## config.mk

```make
export PLATFORM = sky130hd
export DESIGN_NAME = fetch_sequencer
export DESIGN_NICKNAME = d
export VERILOG_FILES = /design/src/rtl/fetch_sequencer.sv
export SDC_FILE = /design/constraint.sdc
export NUM_CORES = 1
export LEC_CHECK = 0
export ABC_AREA = 1
export BUFFER_PORTS_ARGS = -buffer_cell sky130_fd_sc_hd__buf_4
export CAP_MARGIN = 20
export CORE_ASPECT_RATIO = 1.75
export CORE_MARGIN = 4
export CORE_UTILIZATION = 49
export CTS_CLUSTER_DIAMETER = 40
export CTS_CLUSTER_SIZE = 20
export DETAILED_ROUTE_END_ITERATION = 12
export GPL_ROUTABILITY_DRIVEN = 0
export PLACE_DENSITY_LB_ADDON = 0.1
export SYNTH_ARGS = -nofsm -noshare
export SYNTH_HDL_FRONTEND = slang
export SYNTH_SLANG_ARGS = --single-unit
```

## constraint.sdc

```tcl
create_clock -name clk -period 3.1 [get_ports clk]
set_input_delay 0 -clock clk [delete_from_list [all_inputs] [get_ports clk]]
set_output_delay 0 -clock clk [all_outputs]
set_load 0.05 [all_outputs]
```

## src/rtl/fetch_sequencer.sv

```systemverilog
// ============================================================================
// Module   : fetch_sequencer
// Brief    : Instruction-fetch controller owning the PC; one outstanding
//            request, valid/ready handoff, branch/trap/halt sequencing.
// Revision : 1.0 - initial release
// ============================================================================
`default_nettype none

module fetch_sequencer #(
    parameter logic [31:0] RESET_VECTOR = 32'h0000_0000,
    parameter logic [31:0] TRAP_VECTOR  = 32'h0000_0100
) (
    input  logic        clk,
    input  logic        rst,
    output logic        imem_req,
    output logic [31:0] imem_addr,
    input  logic        imem_ack,
    input  logic [31:0] imem_rdata,
    output logic        instr_valid,
    output logic [31:0] instr,
    output logic [31:0] instr_pc,
    input  logic        instr_ready,
    input  logic        branch_taken,
    input  logic [31:0] branch_target,
    input  logic        trap,
    input  logic        halt,
    input  logic        resume,
    output logic [31:0] pc,
    output logic        halted,
    output logic        misaligned_fault
);

    localparam logic [1:0] c_BOOT   = 2'd0;
    localparam logic [1:0] c_FETCH  = 2'd1;
    localparam logic [1:0] c_ISSUE  = 2'd2;
    localparam logic [1:0] c_HALTED = 2'd3;

    logic [1:0]  r_state;
    logic [1:0]  w_state_next;
    logic [31:0] r_pc;
    logic [31:0] r_instr;
    logic [31:0] r_instr_pc;
    logic        r_instr_valid;
    logic        r_misaligned;
    logic        r_discard;

    logic [31:0] w_pc_next;
    logic        w_discard_next;
    logic        w_valid_next;
    logic        w_misaligned_next;
    logic        w_load_instr;
    logic        w_bad_target;
    logic        w_req;
    logic        w_halted;

    assign w_bad_target = branch_taken && (branch_target[1:0] != 2'b00);

    // State register
    always_ff @(posedge clk or posedge rst) begin
        if (rst) begin
            r_state <= c_BOOT;
        end else begin
            r_state <= w_state_next;
        end
    end

    // Next-state logic; a trap pending in FETCH waits for the ack
    always_comb begin
        w_state_next = r_state;
        case (r_state)
            c_BOOT: begin
                w_state_next = c_FETCH;
            end
            c_FETCH: begin
                if (imem_ack && !(r_discard || trap)) begin
                    w_state_next = c_ISSUE;
                end
            end
            c_ISSUE: begin
                if (trap) begin
                    w_state_next = c_FETCH;
                end else if (instr_ready) begin
                    w_state_next = halt ? c_HALTED : c_FETCH;
                end
            end
            c_HALTED: begin
                if (trap || resume) begin
                    w_state_next = c_FETCH;
                end
            end
            default: begin
                w_state_next = c_BOOT;
            end
        endcase
    end

    // Output decode: request and halted depend on state only
    always_comb begin
        w_req             = (r_state == c_FETCH);
        w_halted          = (r_state == c_HALTED);
        w_pc_next         = r_pc;
        w_discard_next    = r_discard;
        w_valid_next      = r_instr_valid;
        w_misaligned_next = 1'b0;
        w_load_instr      = 1'b0;
        case (r_state)
            c_BOOT: begin
                if (trap) begin
                    w_pc_next = TRAP_VECTOR;
                end
            end
            c_FETCH: begin
                if (imem_ack) begin
                    if (r_discard || trap) begin
                        w_pc_next      = TRAP_VECTOR;
                        w_discard_next = 1'b0;
                    end else begin
                        w_load_instr = 1'b1;
                        w_valid_next = 1'b1;
                    end
                end else if (trap) begin
                    w_discard_next = 1'b1;
                end
            end
            c_ISSUE: begin
                if (trap) begin
                    w_valid_next = 1'b0;
                    w_pc_next    = TRAP_VECTOR;
                end else if (instr_ready) begin
                    w_valid_next = 1'b0;
                    if (w_bad_target) begin
                        w_pc_next         = TRAP_VECTOR;
                        w_misaligned_next = 1'b1;
                    end else if (branch_taken) begin
                        w_pc_next = branch_target;
                    end else begin
                        w_pc_next = r_pc + 32'd4;
                    end
                end
            end
            c_HALTED: begin
                if (trap) begin
                    w_pc_next = TRAP_VECTOR;
                end
            end
            default: begin
                w_pc_next = r_pc;
            end
        endcase
    end

    always_ff @(posedge clk or posedge rst) begin
        if (rst) begin
            r_pc          <= RESET_VECTOR;
            r_instr       <= 32'd0;
            r_instr_pc    <= 32'd0;
            r_instr_valid <= 1'b0;
            r_misaligned  <= 1'b0;
            r_discard     <= 1'b0;
        end else begin
            r_pc          <= w_pc_next;
            r_instr_valid <= w_valid_next;
            r_misaligned  <= w_misaligned_next;
            r_discard     <= w_discard_next;
            if (w_load_instr) begin
                r_instr    <= imem_rdata;
                r_instr_pc <= r_pc;
            end
        end
    end

    assign imem_req         = w_req;
    assign imem_addr        = r_pc;
    assign pc               = r_pc;
    assign halted           = w_halted;
    assign instr_valid      = r_instr_valid;
    assign instr            = r_instr;
    assign instr_pc         = r_instr_pc;
    assign misaligned_fault = r_misaligned;

endmodule

`default_nettype wire
```

==> metrics.yaml <==
clock_tree:
  post_cts_buffers: 0
  clk_latency_ns: 0.34
  cts_buffers: 9
  root_buffer: "clkbuf_16"
  clkSlewWorstSetupHoldPaths_ns: 0.07
  cts.sinks: 101
  cts_tree: "built"
  htreeDepth: 3
  cts.path.max_buffers: 2
  hold_buffers: 64
  ctsResizeCount: 0
power_and_ir_drop:
  p_leak_nw: 3.71
  ir_worst_vdd_mv: 0.582
  p_total_mw: 5.69
  p_per_area_nw_per_um2: 747
route:
  wl_per_cell_um: 16.0
  dr.first_iter.drc_count: 229
  routed_wl_um: 16100
  drc: 0
  vias: 5145
  dr.pass1.iters: 4
  ant_nets: 0
  viasPerCell: 5.09
floorplanning:
  die_y_um: 146
  core_sq_um: 10600
  dieArea_sq_um: 12600
  die_w_um: 86.6
  start_util_pct: 49.8
  row_count: 50
  ios: 204
critical_path:
  start_kind: "flip-flop"
  max_stage_delay_ns: 0.56
  critPathLaunch: "r_state[0]"
  cp.arrival_ns: 2.58
  critical_path.slowest_cell: "dlygate4sd3_1"
  rr_startpoint: "r_state[0]"
  r2r_slack_ns: 0.80
  worstSetupPathType: "flip-flop to flip-flop"
  crit_fanout: 5
  crit_end: "misaligned_fault"
  r2r_end: "misaligned_fault"
  cp.required_ns: 3.38
  cp.depth: 8
  ff2ff_path_depth: 8
  crit_path_end_kind: "flip-flop"
  critPathTopFamily: "buffers and inverters"
  worstPathCellList: "inv_1 > ha_1 > inv_1 > nor2_1 > nand2_1 > dlygate4sd3_1 > nor2_1 > dlygate4sd3_1"
  crit_buf_inv: 4
sta:
  fmax_mhz: 435
  slew_headroom_pct: 34.3
  finalHoldViolCount: 0
  rsz0062_at_grt: "no"
  setup_viol: 0
  slew_violations: 0
  min_period_ns: 2.30
  finClkSkew_ns: 0.00948
  finalSetupTns_ns: 0
  finalCritPeriodShare_pct: 74.2
  tightest_slew_ns: 0.986
yosys:
  avgSynthCellArea_sq_um: 8.18
  synth_top_family_by_area: "simple AND/OR/NAND/NOR gates"
  synth_compound_area_share_pct: 6.21
  synth_area_sq_um: 5300
  synthSimpleGateAreaFrac_pct: 26.9
  ys_seq_elements: 101
  yosys.area.top_type: "dfrtp_1"
  synth.top_cell.area_share_pct: 47.7
  synth_mux_area_share_pct: 7.39
  syn_nets: 725
  synth_cell_types: 29
  synth_fa_ha_area_share_pct: 1.18
  netlist_instances: 648
  synth_xor_xnor_area_share_pct: 0.331
  synth.area.top_cells: "dfrtp_1 (48%), nand2_1 (13%), mux2_2 (7.0%)"
  yosys_warnings: 0
  ys_seq_area_share_pct: 47.7
layout:
  layout-area-overhead-vs-synth_pct: 43.8
  drive_above_1_share_pct: 32.0
  final_util_pct: 71.6
  n_antenna_cell: 0
  final_nets: 953
  multi_input_area_sq_um: 2240
  fillers: 822
  layout.area.seq_sq_um: 2530
grt:
  antenna_found_initial: 0
  grt_max_degree: 97
  gr-total-overflow: 0
  grt_pass1_wl_um: 26000
  grt_pass1_vias: 5277
  gr-usage-all-layers_pct: 25.9
worst_hold_path:
  hold_depth: 5
  hold_start: "branch_target[27]"
  hold_class: "input port to flip-flop"
placement:
  port_buffers: 203
  hpwl_um: 11500
run:
  maxCapViolCount: 0
run_status:
  outcome: "finished, final reports clean"
-- logic make-up after synthesis --
kind of cell | count (synthesis)
AND/OR/NAND/NOR | 340
buffers and inverters | 103
flip-flops | 101
AO/OA/AOI/OAI | 62
adder cells (fa/ha/maj) | 5
XOR/XNOR | 2
multiplexers | 35
-- power breakdown --
part	leakage, nW	internal (mW)	total (mW)	switching [mW]
Clock	0.155	0.645	1.17	0.521
Combinational	2.22	0.844	2.69	1.84
Sequential	1.33	1.63	1.84	0.215
Total	3.71	3.12	5.69	2.58
-- worst min path at each step --
stage / to / slack [ns]
2_1_floorplan: misaligned_fault / 0.11
3_3_place_gp: instr[12] / 0.18
3_5_place_dp: instr[14] / 0.20
4_1_cts: imem_addr[27] / 0.002
5_1_grt: imem_addr[27] / 0.03
6_report: imem_addr[27] / 0.002
-- synthesized netlist by cell type (all sizes together) --
library cell  instances
mux2i                 2
dfrtp               101
inv                  50
clkbuf                6
buf                  46
o22ai                 4
a31oi                 1
and2                  2
o21ai                48
nand2               190
xor2                  2
nand3                46
nor2                 98
mux2                 33
o211ai                5
or2                   1
clkinv                1
a21oi                 4
nand4                 3
ha                    5
-- placed cells by master (no fill, tap or decap), types with 3 or more instances in the layout --
master           n
dlygate4sd3_1   64
ha_1             5
nor2_1          81
nor2_2          14
dfrtp_1        101
a21oi_1          4
mux2_2          33
nand4_1          3
nand2_1        184
nand3_1         46
o21ai_0         48
buf_4          205
clkbuf_16        9
o211ai_1         5
clkinv_4         3
inv_1           46
nand2_2          5
o22ai_1          4
-- layer usage --
metal / GRT usage [%] / part of all wire [%]
met5: 0 / 0
met4: 11.1 / 3.6
met3: 4.02 / 5.8
met2: 46.5 / 54
met1: 29.7 / 37
-- worst register-to-register path: stages, from the launching register on --
cell and delay, ns:
dfrtp_1 0.43, inv_1 0.08, ha_1 0.16, inv_1 0.06, nor2_1 0.21, nand2_1 0.09, dlygate4sd3_1 0.56, nor2_1 0.10
dlygate4sd3_1 0.56
-- flip-flops by register name (all words and copies together) (netlist names) --
| register | flops |
|---|---|
| imem_addr | 32 |
| instr | 32 |
| instr_pc | 32 |
| r_state | 2 |
| instr_valid | 1 |
| misaligned_fault | 1 |
| r_discard | 1 |
-- cell type report --
type / instances / area share, %
clock buffers: 9 / 2.96
clock inverters: 7 / 1.22
inverters: 51 / 2.58
multi-input cells: 444 / 29.3
flip-flops and latches: 101 / 33.2
well taps: 130 / 2.13
repair buffers: 269 / 28.6
-- metrics by stage --
step / instance area [sq um] / setup slack (ns) / cells / hold WS (ns)
after CTS: 7620 / 0.834 / 1011 / 0.00193
after global routing: 7620 / 0.607 / 1011 / 0.0304
after floorplan: 5300 / 0.453 / 648 / 0.115
final: 7620 / 0.801 / 1011 / 0.00239
after detailed placement: 6660 / 0.854 / 931 / 0.201
after global placement: 6660 / 0.979 / 931 / 0.183
No activity file was read; power rests on OpenSTA's default activity.
